`src/rtl/div_operand_queue.sv`:
```
// Operand FIFO in front of the combinational divider: buffers dividend/divisor
// pairs, tags each one with a wrapping sequence number and counts divide-by-zero requests.
module div_operand_queue #(
  parameter int DEPTH    = 4,
  parameter int WIDTH    = 4,
  parameter int TAG_W    = 4,
  parameter int DZ_CNT_W = 8
) (
  input  logic                     clk,
  input  logic                     rst_n,
  input  logic                     in_valid,
  output logic                     in_ready,
  input  logic [WIDTH-1:0]         in_dividend,
  input  logic [WIDTH-1:0]         in_divisor,
  output logic                     out_valid,
  input  logic                     out_ready,
  output logic [WIDTH-1:0]         out_dividend,
  output logic [WIDTH-1:0]         out_divisor,
  output logic                     out_div_zero,
  output logic [TAG_W-1:0]         out_tag,
  output logic [$clog2(DEPTH):0]   level,
  output logic [DZ_CNT_W-1:0]      dz_count
);

  localparam int PTR_W = $clog2(DEPTH);
  localparam int LVL_W = PTR_W + 1;

  logic [WIDTH-1:0] dvd_mem [DEPTH];
  logic [WIDTH-1:0] dvs_mem [DEPTH];
  logic             dz_mem  [DEPTH];
  logic [TAG_W-1:0] tag_mem [DEPTH];

  logic [PTR_W-1:0] rd_ptr;
  logic [PTR_W-1:0] wr_ptr;
  logic [TAG_W-1:0] tag_cnt;
  logic             push;
  logic             pop;
  logic             in_zero;

  // Both flags come from registered level only, so full blocks a push even with a pop.
  assign in_ready  = (level < LVL_W'(DEPTH));
  assign out_valid = (level != '0);
  assign push      = in_valid && in_ready;
  assign pop       = out_valid && out_ready;
  assign in_zero   = (in_divisor == '0);

  always_ff @(posedge clk or negedge rst_n) begin
    if (!rst_n) begin
      rd_ptr   <= '0;
      wr_ptr   <= '0;
      level    <= '0;
      tag_cnt  <= '0;
      dz_count <= '0;
    end else begin
      if (push) begin
        wr_ptr  <= wr_ptr + PTR_W'(1);
        tag_cnt <= tag_cnt + TAG_W'(1);
        if (in_zero && (dz_count != '1)) begin
          dz_count <= dz_count + DZ_CNT_W'(1);
        end
      end
      if (pop) begin
        rd_ptr <= rd_ptr + PTR_W'(1);
      end
      case ({push, pop})
        2'b10:   level <= level + LVL_W'(1);
        2'b01:   level <= level - LVL_W'(1);
        default: level <= level;
      endcase
    end
  end

  // Storage is never reset; outputs are masked to zero while the queue is empty.
  always_ff @(posedge clk) begin
    if (push) begin
      dvd_mem[wr_ptr] <= in_dividend;
      dvs_mem[wr_ptr] <= in_divisor;
      dz_mem[wr_ptr]  <= in_zero;
      tag_mem[wr_ptr] <= tag_cnt;
    end
  end

  assign out_dividend = out_valid ? dvd_mem[rd_ptr] : '0;
  assign out_divisor  = out_valid ? dvs_mem[rd_ptr] : '0;
  assign out_div_zero = out_valid ? dz_mem[rd_ptr]  : 1'b0;
  assign out_tag      = out_valid ? tag_mem[rd_ptr] : '0;

endmodule

```
`config.mk`:
```
export PLATFORM = sky130hd
export DESIGN_NAME = div_operand_queue
export DESIGN_NICKNAME = d
export VERILOG_FILES = /design/src/rtl/div_operand_queue.sv
export SDC_FILE = /design/constraint.sdc
export NUM_CORES = 1
export LEC_CHECK = 0
export CAP_MARGIN = 20
export CORE_ASPECT_RATIO = 0.75
export CORE_MARGIN = 5
export CORE_UTILIZATION = 52
export CTS_BUF_LIST = sky130_fd_sc_hd__clkbuf_2
export CTS_CLUSTER_SIZE = 25
export DETAILED_ROUTE_END_ITERATION = 10
export PLACE_DENSITY = 0.76
export SKIP_CTS_REPAIR_TIMING = 1
export SYNTH_ARGS = -nofsm -noshare
export SYNTH_HDL_FRONTEND = slang
export SYNTH_SLANG_ARGS = --single-unit
```
`constraint.sdc`:
```
create_clock -name clk -period 4.4 [get_ports clk]
set_input_delay 0.88 -clock clk [delete_from_list [all_inputs] [get_ports clk]]
set_output_delay 0.88 -clock clk [all_outputs]
set_load 0.05 [all_outputs]
```
==> results.txt <==
Worst Tran Pin Value - 893 ps
Remaining Overflow, GRT - 0
Min Tclk post-route - 3850 ps
Static leakage - 1.26 nW
Initial Utilization - 0.545
Layout area overhead - 18.2%
Setup Skew - 13.1 ps
I/O Pins - 38
Cell variety after synth - 28
Global-route usage over all layers - 0.162
DR iter-0 viols - 111
Syn_nets - 194
Largest net degree at the start of global routing - 20
Max Slew Vio Count - 0
Fill cells - 406
VDD IR max - 0.000313 V
Reg2reg path depth - 6
Setup crit start kind - flip-flop
Vias per cell - 5.16
TNS Setup - 0 ps
Hold_sp - dz_count[6]$_DFFE_PN0P_
ANT cells - 0
Vias in the first global route - 1698
Root Buffer - clkbuf_2
CTS tree - built
Worst setup EP type - output pin
Largest stage delay on the critical path - 970 ps
Critical path class - reg -> out
Yosys warning total - 0
Routed Wire Length - 5300 um
Chip Width - 97.0 um
Hold Path End - dz_count[6]$_DFFE_PN0P_
Syn avg cell area - 16.9 um2
Clock latency on the worst-skew pair - 530 ps
Final setup violation count - 0
Async SR Flop Fraction - 0.268
Worst R2R End - level[1]$_DFFE_PN0P_
WP buf/inv - 1
Sequential fraction of the synthesis area - 0.691
DPL Wire Length - 3630 um
Vias - 1534
Crit path arrival time - 2970 ps
Most common cell after layout, fill and taps aside - edfxtp_1
Chip Height - 75.2 um
DR DRC count - 0
Max-cap violations - 0
Synth Flop Type - edfxtp_1
Slew margin rel. - 0.404
Syn Inst Count - 174
Peak fanout along the critical path - 15
Die area - 7290 um2
Wirelength per Cell - 17.8 um
Nets - 237
Final period utilization - 0.875
First-pass GRT wire length - 8760 um
Unrepaired setup endpoints after global routing - false
H-tree levels - 3
CTS sink cnt - 71
Std-Cell Rows - 23
Synthesized cell area - 2950 um2
Reg2reg setup slack - 2150 ps
Crit path depth - 3
Number of synthesized flops with an enable pin - 52
Fmax - 260 MHz
Placed cell count - 281
Hold-critical path depth - 1
IO Port Bufs - 37
Fin cells - 297
Top Family by Delay on Critical Path - flip-flops
CTS Buffer Depth - 2
Routability cong. - 0.754
Hold Fails Final Rpt - 0
Slowest CP cell - dfrtp_1
DRT Pass-1 Iters - 4
Req. time, crit path - 3520 ps
Worst Hold Class - reg -> reg
CORE AREA - 5410 um2
Status - complete, no violations
Antenna Nets Post-Route - 0
Launch point of the worst reg-to-reg path - level[0]$_DFFE_PN0P_
Most frequent cells in the layout - edfxtp_1 (52), clkdlybuf4s50_1 (37), dfrtp_1 (19)
Clock buffer count from CTS - 9
Share of layout cells above drive strength 1 - 0.158
Clk slew on worst S/H paths - 180 ps
Worst-path cell chain - mux4_2 -> and2_1 -> clkdlybuf4s50_1
Initial antenna violation count - 0
FF+latch count, synth - 71
Pwr/cell area - 709 nW/um2
sequential cells by signal (all words and copies together) (netlist names):
| register | cells |
|---|---|
| dvs_mem | 16 |
| dz_mem | 4 |
| dz_count | 8 |
| tag_cnt | 4 |
| level | 3 |
| wr_ptr | 2 |
| dvd_mem | 16 |
| tag_mem | 16 |
| rd_ptr | 2 |
where the power goes:
group | switching [mW] | internal, mW
combinational | 0.680 | 0.458
clock | 0.236 | 0.0732
sequential | 0.144 | 0.879
layer usage:
layer,vias to the layer above,part of all wire,global-route usage
li1,724,-,-
met5,-,0,0
met2,30,0.52,0.274
met1,773,0.43,0.194
met3,7,0.039,0.0602
met4,0,0.013,0.0607
worst reg2reg max path: cells and delay by family (launching register included):
family,cells,cell delay (ps)
DFF,1,460
and+or+nand+nor,2,890
buffers and inverters,1,70
muxes,1,140
adders and majority gates,2,630
through the flow:
| step | cell area [um2] | power, mW | worst slack, ps | util | hold WS [ps] |
|---|---|---|---|---|---|
| 3_5_place_dp | 3390 | 2.19 | 1080 | 0.627 | 496 |
| 5_1_grt | 3490 | 2.60 | 362 | 0.644 | 560 |
| 3_3_place_gp | 3390 | 2.16 | 1100 | 0.627 | 481 |
| 2_1_floorplan | 2950 | 1.83 | 1540 | - | 489 |
| 6_report | 3490 | 2.47 | 549 | 0.644 | 523 |
| 4_1_cts | 3490 | 2.50 | 461 | 0.644 | 521 |
final cells by class:
class | instances | area (um2) | area share
Tap cell | 75 | 93.8 | 0.0269
Multi-Input combinational cell | 88 | 848 | 0.243
Inverter | 9 | 33.8 | 0.00969
Clock inverter | 7 | 50.0 | 0.0144
Sequential cell | 71 | 2040 | 0.584
Clock buffer | 9 | 45.0 | 0.0129
Timing Repair Buffer | 38 | 378 | 0.108
worst max path at each step:
stage / from / endpoint / slack, ps
final: rd_ptr[0]$_DFFE_PN0P_ / out_div_zero / 550
after CTS: rd_ptr[0]$_DFFE_PN0P_ / out_div_zero / 460
after global placement: rd_ptr[0]$_DFFE_PN0P_ / out_div_zero / 1100
after detailed placement: rd_ptr[0]$_DFFE_PN0P_ / out_div_zero / 1080
after floorplan: level[0]$_DFFE_PN0P_ / out_dividend[0] / 1540
after global routing: rd_ptr[0]$_DFFE_PN0P_ / out_tag[3] / 360
Yosys cell counts, drive strengths merged (3+ instances only):
master   n  area, um2
and2    18        113
nand2    9       33.8
dfrtp   19        475
ha       7       87.6
edfxtp  52       1560
buf      4       22.5
xnor2    7       61.3
xor2     5       43.8
mux4    13        293
o21ai    3       15.0
inv      9       33.8
nor2     7       26.3
cells by family (layout without fill, tap and decap cells):
group,after synthesis,after routing,synth area share
buf+inv,15,63,0.0216
xor+xnor,12,12,0.0356
compound gates,7,7,0.0187
fa+ha+maj,8,8,0.0365
flops,71,71,0.691
mux,17,17,0.114
simple gates,44,44,0.0832
No activity file was read; power rests on OpenSTA's default activity.
